<file path="src/rtl/controle_varredura.sv">
// Row-scan controller for the 5x7 LED dot matrix: row timing with a blanking gap,
// registered column pattern and picture rotation (automatic dwell or manual request).
//
// state  | meaning
// PARADO | display dark, waiting for enable
// BLANK  | one dark cycle between rows; column pattern loads at its end
// EXIBE  | row `contador` lit for DIV cycles
module controle_varredura #(
    parameter int DIV         = 4,
    parameter int HOLD        = 2,
    parameter int NUM_QUADROS = 4
) (
    input  logic       clock,
    input  logic       reset,
    input  logic       enable,
    input  logic       modo,
    input  logic       proximo,
    input  logic [4:0] colunas_q0,
    input  logic [4:0] colunas_q1,
    input  logic [4:0] colunas_q2,
    input  logic [4:0] colunas_q3,
    output logic [2:0] contador,
    output logic [6:0] linhas,
    output logic [4:0] colunas,
    output logic [1:0] quadro_atual,
    output logic       fim_quadro
);
    localparam int PW = (DIV > 1) ? $clog2(DIV) : 1;
    localparam int FW = (HOLD > 1) ? $clog2(HOLD + 1) : 1;
    localparam logic [PW-1:0] PRE_CARGA = PW'(DIV - 1);
    localparam logic [FW-1:0] HOLD_FIM  = FW'(HOLD - 1);
    localparam logic [1:0]    ULTIMO    = 2'(NUM_QUADROS - 1);

    typedef enum logic [1:0] {PARADO, BLANK, EXIBE} estado_t;

    estado_t       estado, estado_next;
    logic [PW-1:0] prescaler, prescaler_next;
    logic [FW-1:0] contagem, contagem_next;
    logic          pendente, pendente_next;
    logic          proximo_d, modo_d;
    logic [2:0]    contador_next;
    logic [6:0]    linhas_next;
    logic [4:0]    colunas_next, padrao;
    logic [1:0]    quadro_next;
    logic          fim_next, wrap, avanca;

    always_comb begin
        case (quadro_atual)
            2'd0:    padrao = colunas_q0;
            2'd1:    padrao = colunas_q1;
            2'd2:    padrao = colunas_q2;
            default: padrao = colunas_q3;
        endcase
    end

    always_comb begin
        estado_next    = estado;
        prescaler_next = prescaler;
        contador_next  = contador;
        linhas_next    = 7'h7F;
        colunas_next   = colunas;
        quadro_next    = quadro_atual;
        fim_next       = 1'b0;
        contagem_next  = contagem;
        pendente_next  = pendente;
        wrap           = 1'b0;
        avanca         = 1'b0;

        if (!enable) begin
            estado_next    = PARADO;
            prescaler_next = '0;
            contador_next  = 3'd0;
            colunas_next   = 5'd0;
            contagem_next  = '0;
        end else begin
            case (estado)
                PARADO: begin
                    estado_next   = BLANK;
                    contador_next = 3'd0;
                end
                BLANK: begin
                    estado_next    = EXIBE;
                    colunas_next   = padrao;
                    prescaler_next = PRE_CARGA;
                    linhas_next    = ~(7'b1 << contador);
                end
                EXIBE: begin
                    if (prescaler == '0) begin
                        estado_next = BLANK;
                        if (contador == 3'd6) begin
                            contador_next = 3'd0;
                            wrap          = 1'b1;
                            fim_next      = 1'b1;
                        end else begin
                            contador_next = contador + 3'd1;
                        end
                    end else begin
                        prescaler_next = prescaler - 1'b1;
                        linhas_next    = ~(7'b1 << contador);
                    end
                end
                default: estado_next = PARADO;
            endcase
        end

        if (wrap) begin
            if (!modo) begin
                if (contagem == HOLD_FIM) begin
                    contagem_next = '0;
                    avanca        = 1'b1;
                end else begin
                    contagem_next = contagem + 1'b1;
                end
            end else if (pendente) begin
                pendente_next = 1'b0;
                avanca        = 1'b1;
            end
        end

        // a request edge arriving on the wrap itself survives the clear above
        if (modo && proximo && !proximo_d) pendente_next = 1'b1;

        if (modo != modo_d) begin
            contagem_next = '0;
            pendente_next = 1'b0;
            avanca        = 1'b0;
        end

        if (avanca) quadro_next = (quadro_atual == ULTIMO) ? 2'd0 : quadro_atual + 2'd1;
    end

    always_ff @(posedge clock or posedge reset) begin
        if (reset) begin
            estado       <= PARADO;
            prescaler    <= '0;
            contador     <= 3'd0;
            linhas       <= 7'h7F;
            colunas      <= 5'd0;
            quadro_atual <= 2'd0;
            fim_quadro   <= 1'b0;
            contagem     <= '0;
            pendente     <= 1'b0;
            proximo_d    <= 1'b0;
            modo_d       <= 1'b0;
        end else begin
            estado       <= estado_next;
            prescaler    <= prescaler_next;
            contador     <= contador_next;
            linhas       <= linhas_next;
            colunas      <= colunas_next;
            quadro_atual <= quadro_next;
            fim_quadro   <= fim_next;
            contagem     <= contagem_next;
            pendente     <= pendente_next;
            proximo_d    <= proximo;
            modo_d       <= modo;
        end
    end
endmodule

</file>
<file path="config.mk">
export PLATFORM = sky130hd
export DESIGN_NAME = controle_varredura
export DESIGN_NICKNAME = d
export VERILOG_FILES = /design/src/rtl/controle_varredura.sv
export SDC_FILE = /design/constraint.sdc
export NUM_CORES = 1
export LEC_CHECK = 0
export CORE_MARGIN = 2
export CORE_UTILIZATION = 35
export DETAILED_ROUTE_END_ITERATION = 8
export PLACE_DENSITY_LB_ADDON = 0.2
export RECOVER_POWER = 100
export SYNTH_ARGS = -nofsm -noshare
export SYNTH_HDL_FRONTEND = slang
export SYNTH_SLANG_ARGS = --single-unit
</file>
<file path="constraint.sdc">
create_clock -name clock -period 1.9 [get_ports clock]
set_clock_uncertainty 0.15 [all_clocks]
set_input_delay 0.57 -clock clock [delete_from_list [all_inputs] [get_ports clock]]
set_output_delay 0.57 -clock clock [all_outputs]
set_load 0.02 [all_outputs]
</file>
==> key figures <==
Setup path
  • Worst reg2reg path startpoint: prescaler[0]
  • RR Endpoint: contador[1]
  • Worst path buffer plus inverter count: 1
  • Slowest stage cell, crit path: dfstp_2
  • Worst-path fanout max: 1
  • Top cell family by delay on the critical path: flip-flops
  • Startpoint Class: flip-flop
  • Crit. End Element: output port
  • CP Cell Sequence: dlygate4sd2_1
  • Reg2reg setup slack: approximately 0.12 ns
  • CP peak stage delay: about 0.52 ns
  • CP Data Arrival Time: 1.11 ns
  • Register-to-Register Path Depth: 6
  • Worst endpoint required time: 1.18 ns
  • Type of the worst setup path: reg -> out

Synthesis
  • Number of synthesized flops with an enable pin: 0
  • Avg Cell Area, Syn: 10.4 sq um
  • Syn. warnings: 0
  • Top_reg_cell synth: dfrtp_1
  • Cells after Synth: 143
  • Cell area after synthesis: 1480 sq um
  • Mapped Nets: 179
  • Post-synth ARST share: 100%
  • Post-synthesis sequential area ratio: 46.1%
  • Synth cell types: 40
  • Yosys reg bits: 27

Detailed routing
  • # DRC: 0
  • Wire per inst: 13.2 microns
  • Antenna-violating nets left: 0
  • First-pass DRT Iterations: 4
  • Initial DRC Count: 33
  • Vias per std cell: approximately 5
  • Final Routed Wirelength: 3280 microns
  • Vias: 1,243

Final layout
  • Layout Nets: ~240
  • Layout cells sized above 1: 13.1%
  • Area Growth Syn to Fin: 39.1%
  • Most frequent cells in the layout: 21 x clkdlybuf4s50_1, 20 x dfrtp_1, 18 x dlygate4sd2_1, 12 x inv_1, 11 x ha_1
  • Commonest non-fill, non-tap cell in the layout: clkdlybuf4s50_1
  • Final Util: 51.2%
  • ANT cells: 0
  • Fin area: between 2000 and 2500 sq um
  • Fill count: ~380

Pwr
  • Power Dens Cells: 738 nW/um^2
  • Lkg Pwr: 0.963 nW
  • Worst VDD drop: 324 uV
  • Sequential share of power: a little under half
  • P_int: 0.00105 W
  • Switching pwr: 0.000475 W
  • Clock network fraction of total power: 20.9%
  • Combinational share of power: 33.1%
  • Sw Share: 31.1%

Global route
  • Gr ovfl total: 0
  • Global-route wire length before repair: approximately 6000 microns
  • Vias in the first global route: around 1,300
  • Total GRT Usage: 14.8%
  • Antenna violations before repair: 0
  • Largest net degree at the start of global routing: 28

Timing
  • Worst setup margin: 0.0689 ns
  • Least-Margin Pin Slew: about 0.66 ns
  • WHS: about 0.35 ns
  • RSZ-0062 raised after global routing: false
  • Final Max Slew Viols: 0
  • Setup TNS: 0 ns
  • Max-Slew Margin vs Limit: 55.8%
  • Setup violations, final: 0
  • Final worst path period need: 1.83 ns
  • Period utilization: 96.4%
  • F_max: 0.546 GHz
  • Hold Vio Cnt, Final: 0

Clocking
  • Hold_buf cts: 0
  • Clock buffer depth: 2
  • H-tree depth: 1
  • Clock transition at path regs: ~0.08 ns
  • Skew-Pair Late Insertion Delay: 0.27 ns
  • Total CTS buffers: 3
  • Root cell of the clock tree: clkbuf_8
  • CTS tree: yes
  • CTS Sinks: 27
  • Setup bufs post-CTS: 0

Place
  • PortBufs: 42
  • Placed cell area: around 2100 sq um
  • Hpwl dp: around 2600 microns
  • Routability Congestion: 0.857
  • Placement Setup Slack: -0.508 ns

Floorplan
  • Core ar.: about 4000 sq um
  • # rows: 23
  • DIE HEIGHT: 69.1 microns
  • Ports: 43
  • Starting density of the core: a little under two fifths
  • Die X: 69.1 microns
  • Die area: 4780 sq um

Min path
  • Hold path endpoint: prescaler[1]
  • Hold Path Class: reg -> reg
  • Hold-critical path depth: 1
  • Hold Startpoint: prescaler[1]

Run status
  • Status: finished, final reports clean

Flow run
  • Max-Cap Viols: 0
-- flip-flops by register name (all words and copies together) (netlist names) --
| signal | cells |
|---|---|
| estado | 2 |
| contagem | 2 |
| prescaler | 2 |
| colunas | 5 |
| contador | 3 |
| quadro_atual | 2 |
| pendente | 1 |
| linhas | 7 |
| proximo_d | 1 |
| modo_d | 1 |
| fim_quadro | 1 |
-- layer usage --
layer	wire length, microns	track usage, %	vias up
met3	88	2.78	7
met2	1650	25.0	17
met5	0	0	-
met4	48	6.32	0
li1	-	-	630
met1	1500	18.4	589
-- kinds of logic after synthesis --
kind of cell | count (synthesis) | share of synthesized area, %
and+or+nand+nor | 39 | 14.8
AOI/OAI and AO/OA | 43 | 21.1
muxes | 5 | 3.54
adders and majority gates | 11 | 9.27
buffers and inverters | 18 | 5.14
DFF | 27 | 46.1
-- through the flow --
stage	total power, W	instances
after global placement	0.00126	245
final	0.00152	249
after global routing	0.00163	249
after floorplan	0.00102	143
after CTS	0.00156	249
after detailed placement	0.00127	245
-- worst max-delay path by stage --
stage / from / to / slack [ns] / depth (start not counted)
2_1_floorplan: modo / quadro_atual[0] / -0.12 / 4
3_3_place_gp: modo / quadro_atual[1] / -0.47 / 4
3_5_place_dp: modo / quadro_atual[1] / -0.51 / 4
4_1_cts: modo / quadro_atual[0] / 0.04 / 4
5_1_grt: estado[0] / estado[1] / 0.02 / 6
6_report: linhas[0] / linhas[0] / 0.07 / 1
-- Yosys cell counts (3+ instances only) --
cell | instances | share of area (%)
a22o_1 | 5 | 3.0
nand2b_1 | 8 | 3.4
nand3_1 | 6 | 2.0
nand2_1 | 4 | 1.0
nor2b_1 | 3 | 1.3
ha_1 | 11 | 9.3
nor3_1 | 3 | 1.0
o221ai_1 | 5 | 3.0
mux2i_1 | 3 | 2.0
a21oi_1 | 8 | 2.7
clkbuf_1 | 3 | 0.76
dfrtp_1 | 20 | 34
inv_1 | 12 | 3.0
dfstp_2 | 7 | 12
o21ai_1 | 4 | 1.3
nor2_1 | 8 | 2.0
a21o_1 | 5 | 2.5
-- timing repair --
action | in CTS | in global routing
endpoints found under the setup margin | 20 | 1
resized for setup | 22 | 0
hold endpoints to repair | 0 | 0
pin swaps | 2 | 1
-- power groups by stage --
stage	Combinational, W	Sequential (W)	Clock [W]
after CTS	0.000526	0.000703	0.000336
after global placement	0.000551	0.000711	0
after global routing	0.000558	0.000712	0.000361
after floorplan	0.000241	0.000778	0
final	0.000504	0.000701	0.000319
after detailed placement	0.000558	0.000716	0
-- area by class of cell --
| class | count | area (sq um) | area share (%) |
|---|---|---|---|
| flip-flops and latches | 27 | 684 | 33.2 |
| well taps | 50 | 62.6 | 3.03 |
| inverters | 13 | 48.8 | 2.36 |
| repair buffers | 57 | 493 | 23.9 |
| multi-input cells | 98 | 731 | 35.4 |
| clock buffers | 4 | 45.0 | 2.18 |
Note: power is estimated with default switching activity, not from simulation.
